### config.mk
export PLATFORM = sky130hd
export DESIGN_NAME = vec_fmul_round
export DESIGN_NICKNAME = d
export VERILOG_FILES = /design/src/rtl/vec_fp_pkg.sv /design/src/rtl/vec_rne_rounder.sv /design/src/rtl/vec_fmul_round.sv
export SDC_FILE = /design/constraint.sdc
export NUM_CORES = 1
export LEC_CHECK = 0
export BUFFER_PORTS_ARGS = -buffer_cell sky130_fd_sc_hd__buf_4
export CAP_MARGIN = 10
export CORE_MARGIN = 3
export CORE_UTILIZATION = 53
export DETAILED_ROUTE_END_ITERATION = 10
export GPL_ROUTABILITY_DRIVEN = 0
export HOLD_SLACK_MARGIN = 0.15
export PLACE_DENSITY = 0.8
export SLEW_MARGIN = 25
export SYNTH_ARGS = -nofsm -noshare
export SYNTH_HDL_FRONTEND = slang
export SYNTH_SLANG_ARGS = --single-unit
### constraint.sdc
create_clock -name clk_i -period 4.02 [get_ports clk_i]
set_input_delay 0.201 -clock clk_i [delete_from_list [all_inputs] [get_ports clk_i]]
set_output_delay 0.201 -clock clk_i [all_outputs]
set_load 0.005 [all_outputs]
### src/rtl/vec_fp_pkg.sv
// Shared FP32 constants and the stage 1 payload for the vector multiply
// normalise-and-round path.
package vec_fp_pkg;

  localparam int FRAC_W    = 23;
  localparam int FP_EXP_W  = 8;
  localparam int SIG_W     = 24;
  localparam int PAY_EXP_W = 10;
  localparam int BIAS      = 127;
  localparam int FLAGS_W   = 3;

  localparam logic signed [PAY_EXP_W-1:0] EXP_MAX = 10'sd255;
  localparam logic [31:0] CANON_NAN = 32'h7FC0_0000;

  localparam int FLAG_OF = 2;
  localparam int FLAG_UF = 1;
  localparam int FLAG_NX = 0;

  // Normalised significand plus the two rounding bits and upstream specials.
  typedef struct packed {
    logic                 sign;
    logic [PAY_EXP_W-1:0] exp;
    logic [SIG_W-1:0]     sig;
    logic                 guard;
    logic                 sticky;
    logic                 nan;
    logic                 inf;
    logic                 zero;
  } s1_payload_t;

endpackage

### src/rtl/vec_rne_rounder.sv
// Combinational round-to-nearest-even, range check and special-case select
// for one normalised FP32 product.
module vec_rne_rounder
  import vec_fp_pkg::*;
(
  input  s1_payload_t        pay,
  output logic [31:0]        result,
  output logic [FLAGS_W-1:0] flags
);

  logic                        rup;
  logic [SIG_W:0]              sig_r;
  logic signed [PAY_EXP_W-1:0] e_r;
  logic [FRAC_W-1:0]           frac;
  logic                        unused_hidden;

  assign rup   = pay.guard & (pay.sticky | pay.sig[0]);
  assign sig_r = {1'b0, pay.sig} + {{SIG_W{1'b0}}, rup};
  // A carry out of the significand means 1.111.. rounded up to 2.0.
  assign e_r   = pay.exp + {{(PAY_EXP_W-1){1'b0}}, sig_r[SIG_W]};
  assign frac  = sig_r[SIG_W] ? '0 : sig_r[FRAC_W-1:0];
  assign unused_hidden = sig_r[SIG_W-1];

  always_comb begin
    result = '0;
    flags  = '0;
    if (pay.nan) begin
      result = CANON_NAN;
    end else if (pay.inf) begin
      result = {pay.sign, {FP_EXP_W{1'b1}}, {FRAC_W{1'b0}}};
    end else if (pay.zero) begin
      result = {pay.sign, 31'b0};
    end else if (e_r >= EXP_MAX) begin
      result         = {pay.sign, {FP_EXP_W{1'b1}}, {FRAC_W{1'b0}}};
      flags[FLAG_OF] = 1'b1;
      flags[FLAG_NX] = 1'b1;
    end else if (e_r <= 10'sd0) begin
      result         = {pay.sign, 31'b0};
      flags[FLAG_UF] = 1'b1;
      flags[FLAG_NX] = 1'b1;
    end else begin
      result         = {pay.sign, e_r[FP_EXP_W-1:0], frac};
      flags[FLAG_NX] = pay.guard | pay.sticky;
    end
  end

endmodule

### src/rtl/vec_fmul_round.sv
// Two-stage normalise (stage 1) and round (stage 2) pipeline for the FP32
// multiply path, with full valid/ready backpressure.
module vec_fmul_round
  import vec_fp_pkg::*;
#(
  parameter int MANT_W = 48,
  parameter int EXP_W  = 10
) (
  input  logic              clk_i,
  input  logic              rst_i,
  input  logic              in_valid_i,
  output logic              in_ready_o,
  input  logic              sign_i,
  input  logic [EXP_W-1:0]  exp_i,
  input  logic [MANT_W-1:0] mant_i,
  input  logic              nan_i,
  input  logic              inf_i,
  input  logic              zero_i,
  output logic              out_valid_o,
  input  logic              out_ready_i,
  output logic [31:0]       result_o,
  output logic [2:0]        flags_o
);

  // Handshake: a beat moves when valid and ready are both high at a rising
  // edge; valid never depends on ready, and a stalled stage holds its data.
  // in_ready_o is combinational from out_ready_i so a full pipe can take a
  // new beat in the same cycle the output drains.
  logic              s1_valid;
  logic              s2_ready;
  logic              hi;
  s1_payload_t       s1_pay;
  s1_payload_t       s1_next;
  logic [31:0]       rnd_result;
  logic [FLAGS_W-1:0] rnd_flags;

  assign s2_ready   = !out_valid_o | out_ready_i;
  assign in_ready_o = !s1_valid | s2_ready;

  assign hi = mant_i[MANT_W-1];

  always_comb begin
    s1_next        = '0;
    s1_next.sign   = sign_i;
    s1_next.nan    = nan_i;
    s1_next.inf    = inf_i;
    s1_next.zero   = zero_i;
    if (hi) begin
      s1_next.exp    = exp_i + EXP_W'(1);
      s1_next.sig    = mant_i[MANT_W-1 -: SIG_W];
      s1_next.guard  = mant_i[MANT_W-1-SIG_W];
      s1_next.sticky = |mant_i[MANT_W-2-SIG_W:0];
    end else begin
      s1_next.exp    = exp_i;
      s1_next.sig    = mant_i[MANT_W-2 -: SIG_W];
      s1_next.guard  = mant_i[MANT_W-2-SIG_W];
      s1_next.sticky = |mant_i[MANT_W-3-SIG_W:0];
    end
  end

  vec_rne_rounder u_rounder (
    .pay    (s1_pay),
    .result (rnd_result),
    .flags  (rnd_flags)
  );

  always_ff @(posedge clk_i) begin
    if (rst_i) begin
      s1_valid    <= 1'b0;
      s1_pay      <= '0;
      out_valid_o <= 1'b0;
      result_o    <= '0;
      flags_o     <= '0;
    end else begin
      if (in_ready_o) begin
        s1_valid <= in_valid_i;
        if (in_valid_i) s1_pay <= s1_next;
      end
      if (s2_ready) begin
        out_valid_o <= s1_valid;
        if (s1_valid) begin
          result_o <= rnd_result;
          flags_o  <= rnd_flags;
        end
      end
    end
  end

endmodule
==> flow_summary.toml, run 1 <==
[status]
status = "finished, final reports clean"

[power_and_ir_drop]
pwr-share-comb_pct = 15.3
pwr-share-clk_pct = 36.0
switching_share_pct = 26.5
internal_power_w = 0.00129
p_seq_share_pct = 48.7
p_switching_w = 0.000466
leakage_nw = 2.05
powerDensity_mw_per_mm2 = 345
ir_drop_v = 0.000172

[run]
cap_violations = 0

[clocking]
htreeDepth = 3
clockBufferDepth = 2
cts_tree = "done"
cts-root-buf = "clkbuf_8"
cts_setup_buffers = 0
numCtsBuffers = 9
clock_sinks = 77
clk_pin_slew_ns = 0.08
clk_latency_ns = 0.35

[cells_and_area]
area_growth_pct = 26.8
fillers = 583
seq_area_mm2 = 0.00154
insertedDiodeCount = 0
drive_gt1_share_pct = 28.3
final_nets = 627
fin_area_mm2 = 0.00510
multi_input_area_mm2 = 0.00233

[sta]
fin_ws_ns = 0.409
fin_crit_sh_pct = 89.8
hold_violations = 0
fin_crit_ns = 3.61
worst_pin_slew_ns = 0.948
max_slew_margin_pct = 36.7
tns_ns = 0
fin_skew_ns = 0.00684
rsz0062_at_grt = "false"
maxSlewViolCount = 0
setup_violations = 0
fmax_mhz = 277

[global_routing]
grt_pass1_wl_um = 15600
grtUsageTotal_pct = 22.5
grt_pass1_vias = 3364
antenna_found_initial = 0
grt_max_degree = 57
overflow = 0

[yosys]
ys_seq_area_share_pct = 38.3
synthCells = 463
synth_area_per_cell_um2 = 8.69
synth_edf_count = 0
synth_warnings = 0
ys_types = 53
synth_seq_cells = 77
async_flop_share_pct = 0
syn_area_mm2 = 0.00402
synthFlopType = "dfxtp_1"
synth_nets = 534

[detailed_routing]
dr.pass1.iters = 4
top_layer = "met4"
wl_met2_um = 4840
wl_met3_um = 583
routed_wl_um = 9790
routedWlPerCell_um = 14.8
drt_iter0_markers = 163
drc = 0
vias_per_cell = 5.52
drtAntennaViolNets = 0
wl_met1_um = 4210
vias = 3643

[hold_path]
hold_path.class = "in -> reg"

[floorplan]
fp.dieH_um = 93.1
pin_count = 103
initial_core_util_pct = 55.2
die_w_um = 93.1
row_count = 31
core-area_mm2 = 0.00729
dieArea_mm2 = 0.00867

[worst_setup_path]
cpMostUsedCell = "ha_1"
start_kind = "flop"
path_class = "reg -> reg"
crit_path_end_kind = "flop"
cp_data_required_time_ns = 4.30
worstPathCellList = "o21a_1 -> ha_1 -> ha_1 -> and3_1 -> nand4_1 -> nor4_2 -> ha_1 -> ha_4 -> nand4_2 -> nor2_2 -> xnor2_1 -> a41oi_2 -> nand4b_2 -> buf_12 -> o21ai_0"
crit_buf_inv = 1
critPathMaxFanout = 22
cp_top_family = "simple AND/OR/NAND/NOR gates"
cpPeakStageDelay_ns = 0.40
cpMaxStageDelayCell = "ha_1"
arrival_ns = 3.89

[placed_design]
place_area_mm2 = 0.00482
post-dp-hpwl_um = 6980
io_buffer_count = 102
dp_slack_ns = 0.274
-- cells in the final DEF (no fill, tap or decap), types with 2 or more instances in the layout --
cell type | synthesis | final
a31o_1 | 2 | 2
xor2_1 | 19 | 19
nand4_1 | 9 | 9
or4_1 | 2 | 2
buf_4 | 4 | 106
xnor2_1 | 21 | 21
clkbuf_8 | 0 | 9
bufinv_16 | 0 | 2
nor4_2 | 2 | 2
nand2b_1 | 2 | 2
ha_1 | 5 | 4
nand3b_1 | 2 | 2
o21ai_0 | 9 | 9
nand2_1 | 55 | 55
nor2b_1 | 2 | 2
a211oi_1 | 38 | 38
dfxtp_1 | 77 | 77
mux2i_1 | 26 | 26
o221a_2 | 3 | 3
and3_1 | 5 | 5
nor4_1 | 6 | 6
a21oi_1 | 10 | 9
dlygate4sd3_1 | 0 | 6
a41oi_2 | 2 | 2
inv_1 | 6 | 6
and2_1 | 2 | 2
a31oi_1 | 2 | 2
nor2_1 | 57 | 57
and4_1 | 3 | 3
o22ai_1 | 2 | 2
nor3_1 | 10 | 10
nand3_1 | 14 | 14
clkinv_2 | 0 | 2
o21ai_2 | 20 | 20
-- per-stage QoR --
stage / util (%) / cells / power (W) / hold slack (ns)
2_1_floorplan: - / 463 / 0.00103 / 0.337
3_3_place_gp: 66.1 / 638 / 0.00113 / 0.441
3_5_place_dp: 66.1 / 638 / 0.00114 / 0.445
4_1_cts: 69.7 / 659 / 0.00177 / 0.154
5_1_grt: 70.0 / 660 / 0.00184 / 0.170
6_report: 70.0 / 660 / 0.00176 / 0.169
-- Yosys cell counts (2+ instances only) --
cell | n | area, um^2
dfxtp_1 | 77 | 1540
nor2_1 | 57 | 214
nand2_1 | 55 | 206
a211oi_1 | 38 | 285
mux2i_1 | 26 | 260
xnor2_1 | 21 | 184
o21ai_2 | 20 | 175
xor2_1 | 19 | 166
clkbuf_1 | 17 | 63.8
nand3_1 | 14 | 70.1
a21oi_1 | 10 | 50.1
nor3_1 | 10 | 50.1
nand4_1 | 9 | 56.3
o21ai_0 | 9 | 45.0
inv_1 | 6 | 22.5
nor4_1 | 6 | 37.5
and3_1 | 5 | 31.3
ha_1 | 5 | 62.6
buf_1 | 4 | 15.0
buf_4 | 4 | 30.0
and4_1 | 3 | 26.3
buf_2 | 3 | 15.0
buf_6 | 3 | 33.8
o221a_2 | 3 | 33.8
a31o_1 | 2 | 17.5
a31oi_1 | 2 | 12.5
a41oi_2 | 2 | 32.5
and2_1 | 2 | 12.5
nand2b_1 | 2 | 12.5
nand3b_1 | 2 | 15.0
nor2b_1 | 2 | 12.5
nor4_2 | 2 | 25.0
o22ai_1 | 2 | 12.5
or4_1 | 2 | 15.0
-- path summary, 6_finish.rpt --
kind	startpoint	end	slack, ns	cells past startpoint
setup / recovery	s1_pay[3]	result_o[11]	0.41	15
hold / removal	exp_i[5]	s1_pay[34]	0.17	3
setup reg to reg	s1_pay[3]	result_o[11]	0.41	15
hold reg to reg	result_o[4]	result_o[4]	0.46	2
-- power by group through the flow --
stage / Sequential [W] / Clock, W / Combinational (W)
6_report: 0.000857 / 0.000633 / 0.000270
3_5_place_dp: 0.000874 / 0 / 0.000263
3_3_place_gp: 0.000871 / 0 / 0.000257
2_1_floorplan: 0.000854 / 0 / 0.000171
5_1_grt: 0.000864 / 0.000675 / 0.000297
4_1_cts: 0.000856 / 0.000642 / 0.000269
-- kinds of logic after synthesis --
kind of cell    after synthesis  synth area share (%)
simple gates                178                  21.4
compound gates              100                  19.1
flops                        77                  38.3
xor+xnor                     40                  8.71
buf+inv                      37                  4.48
mux                          26                  6.47
fa+ha+maj                     5                  1.55
-- state kept, by name (all words and copies together) (netlist names) --
name         cells
s1_pay          40
s1_valid         1
flags_o          3
out_valid_o      1
result_o        32
-- worst reg2reg max path, stage by stage (launching register included) --
cell and delay [ns]:
dfxtp_1 0.37, o21a_1 0.14, ha_1 0.17, ha_1 0.19, and3_1 0.18, nand4_1 0.13, nor4_2 0.34, ha_1 0.40
ha_4 0.28, nand4_2 0.15, nor2_2 0.14, xnor2_1 0.14, a41oi_2 0.34, nand4b_2 0.17, buf_12 0.19, o21ai_0 0.19
-- cell type report --
| cell class | instances | share of cell area [%] |
|---|---|---|
| timing repair buffer | 113 | 17.2 |
| sequential | 77 | 30.2 |
| tap | 99 | 2.43 |
| inverter | 6 | 0.441 |
| clock inverter | 6 | 1.69 |
| multi-input combinational | 349 | 45.6 |
| clock buffer | 10 | 2.50 |
-- timing repair --
action | in CTS | in global routing
hold endpoints to repair | 5 | 1
setup endpoints to repair | 0 | 26
gates resized for setup | 0 | 2
hold buffers | 5 | 1
-- layer usage --
layer | track usage [%] | vias to the layer above
li1 | - | 1848
met1 | 28.3 | 1664
met2 | 38.3 | 118
met3 | 3.86 | 13
met4 | 8.67 | 0
met5 | 0 | -
Note: power is estimated with default switching activity, not from simulation.
==> run 2: changes to the inputs <==
CORE_UTILIZATION = 54   (was 53)
SYNTH_HIERARCHICAL = 1   (was not set)
==> run 2 against run 1 <==
  * Total power increased by 2.4%
  * Via count increased by 11%
  * Largest cell class unchanged
  * Worst setup slack worse by 0.097 ns
  * Critical path depth unchanged
  * Final cell count up 11%
  * Largest power group unchanged
  * Clock skew is 0.0023 ns higher
==> flow_summary.toml, run 2 <==
[sta]
hold_violations = 0
setup_violations = 0
tns_ns = 0
maxSlewViolCount = 0
worst_pin_slew_ns = 0.959
fin_crit_sh_pct = 92.2
fin_skew_ns = 0.00909
fmax_mhz = 270
max_slew_margin_pct = 35.9
fin_crit_ns = 3.71

[detailed_routing]
dr.pass1.iters = 5
drc = 0
vias_per_cell = 5.55
vias = 4053
wl_met1_um = 4870
wl_met3_um = 643
wl_met2_um = 4710
drt_iter0_markers = 230
drtAntennaViolNets = 0
routed_wl_um = 10400
routedWlPerCell_um = 14.2
top_layer = "met4"

[cells_and_area]
utilization_pct = 69.4
top_regs = "s1_pay (40), result_o (32), flags_o (3)"
regMostFlops = "s1_pay"
layout_common_cells = "buf_4 (107), nand2_1 (92), dfxtp_1 (77)"
largest_reg_flops = 40
stdcell_count = 730
insertedDiodeCount = 0
layout_commonest_cell = "buf_4"
area_growth_pct = 23.5
drive_gt1_share_pct = 25.2
final_nets = 693

[clocking]
cts-root-buf = "clkbuf_8"
clk_pin_slew_ns = 0.08
numCtsBuffers = 9
cts_tree = "done"
clockBufferDepth = 2
htreeDepth = 3
clock_sinks = 77
clk_latency_ns = 0.35

[hold_path]
whs_path_depth = 4
hold_path.class = "in -> reg"
hold_end = "out_valid_o"
min_from = "out_ready_i"

[worst_setup_path]
worst_r2r_endpoint = "result_o[13]"
worstPathCellList = "and2_1 -> ha_1 -> nand4_1 -> nor4_4 -> nand3_2 -> inv_1 -> ha_1 -> ha_2 -> nand3_1 -> or3_1 -> o311a_4 -> o211ai_2 -> nor3_1 -> nand2_1 -> a21oi_1"
reg2reg_from = "s1_pay[4]"
cpMaxStageDelayCell = "o211ai_2"
crit_path_end_kind = "flop"
cp_data_required_time_ns = 4.22
arrival_ns = 3.91
cpPeakStageDelay_ns = 0.45
r2r_slack_ns = 0.31
critPathMaxFanout = 11
path_class = "reg -> reg"
rr_worst_depth = 15
cpMostUsedCell = "ha_1"
start_kind = "flop"

[global_routing]
grt_pass1_vias = 3582
antenna_found_initial = 0
grt_max_degree = 78
grt_pass1_wl_um = 16500
grtUsageTotal_pct = 22.4
overflow = 0

[yosys]
synth_seq_cells = 77
synth_edf_count = 0
synth_nets = 606
yosys.area.top_type = "dfxtp_1"
netlist.area_leader.share_pct = 35.3
yosysMostFrequentCell = "nand2_1"
syn_area_mm2 = 0.00436
synthFlopType = "dfxtp_1"
synthCells = 536
ys_seq_area_share_pct = 35.3
yosys-top-cells-count = "nand2_1 (92), dfxtp_1 (77), nor2_1 (52), a21oi_1 (40), nor3_1 (32)"
synth_warnings = 6
ys_types = 57
synth_area_per_cell_um2 = 8.14
synthTopCellsByArea = "dfxtp_1 (35%), nand2_1 (7.9%), mux2i_1 (6.0%), a211oi_1 (4.8%), a21oi_1 (4.6%)"
async_flop_share_pct = 0

[power_and_ir_drop]
powerDensity_mw_per_mm2 = 334
leakage_nw = 2.12
ir_drop_v = 0.000195

[placed_design]
post-dp-hpwl_um = 7500
place_inst = 707
io_buffer_count = 102

[floorplan]
row_count = 32
die_w_um = 95.9
core-area_mm2 = 0.00777
fp.dieH_um = 95.9
dieArea_mm2 = 0.00920
initial_core_util_pct = 56.2
pin_count = 103

[run]
cap_violations = 0

[status]
status = "finished, final reports clean"
## run 2: cell types whose count changed after synthesis, moves of 6 or more
cell      before  now
nor3_1        10   32
a211oi_2       0    7
nand2_1       55   92
buf_2          3   15
o21ai_2       20    1
a211oi_1      38   28
a21oi_1       10   40
clkbuf_1      17    8
inv_1          6   12
## run 2: per-stage QoR
step	hold WS (ns)	power (W)	instance area, um^2	worst slack, ns
5_1_grt	0.160	0.00188	5390	-0.0115
3_3_place_gp	0.439	0.00117	5070	0.384
2_1_floorplan	0.337	0.00108	4360	0.607
4_1_cts	0.156	0.00180	5340	0.236
3_5_place_dp	0.448	0.00118	5080	0.255
6_report	0.165	0.00180	5390	0.312
## run 2: cell families after synthesis
kind of cell / count (synthesis) / share of synthesized area, %
AND/OR/NAND/NOR: 244 / 27.4
multiplexers: 27 / 6.31
flip-flops: 77 / 35.3
XOR/XNOR: 37 / 7.60
adder cells (fa/ha/maj): 4 / 1.15
buffers and inverters: 49 / 6.28
AO/OA/AOI/OAI: 98 / 15.9
## run 2: metal layers
metal | vias to the layer above | GRT usage, %
met4 | 0 | 7.35
met1 | 1854 | 32.5
met3 | 15 | 3.05
met5 | - | 0
li1 | 2054 | -
met2 | 130 | 34.3
## run 2: where the power goes
group / switching [W] / total, W / internal [W]
sequential: 0.0000534 / 0.000858 / 0.000805
clock: 0.000277 / 0.000625 / 0.000348
combinational: 0.000169 / 0.000319 / 0.000151
total: 0.000499 / 0.00180 / 0.00130
## run 2: repair_timing
action	CTS	global route
endpoints found under the setup margin	0	23
setup buffers	0	1
resized for setup	0	5
hold buffers	5	0
endpoints found under the hold margin	5	0
## run 2: cell type report
class                   count  area [um^2]
flip-flops and latches     77         1540
inverters                  12         45.0
multi-input cells         411         2610
fillers                   637         2380
clock buffers              10          128
clock inverters             6         87.6
repair buffers            112          853
well taps                 102          128
## run 2: worst max path at each step
| stage | startpoint | slack (ns) | to | depth (start not counted) |
|---|---|---|---|---|
| 6_report | s1_pay[4] | 0.31 | result_o[13] | 15 |
| 5_1_grt | s1_pay[4] | -0.01 | result_o[12] | 16 |
| 4_1_cts | s1_pay[4] | 0.24 | result_o[0] | 15 |
| 3_5_place_dp | s1_pay[4] | 0.25 | result_o[2] | 15 |
| 3_3_place_gp | s1_pay[4] | 0.38 | result_o[2] | 15 |
| 2_1_floorplan | s1_pay[4] | 0.61 | result_o[5] | 17 |
## run 2: critical path: cells and delay by family (launching register included)
kind                       cells  cell delay, ns
AOI/OAI and AO/OA              3            0.70
adders and majority gates      3            0.72
buffers and inverters          1            0.09
DFF                            1            0.42
and+or+nand+nor                8            1.64
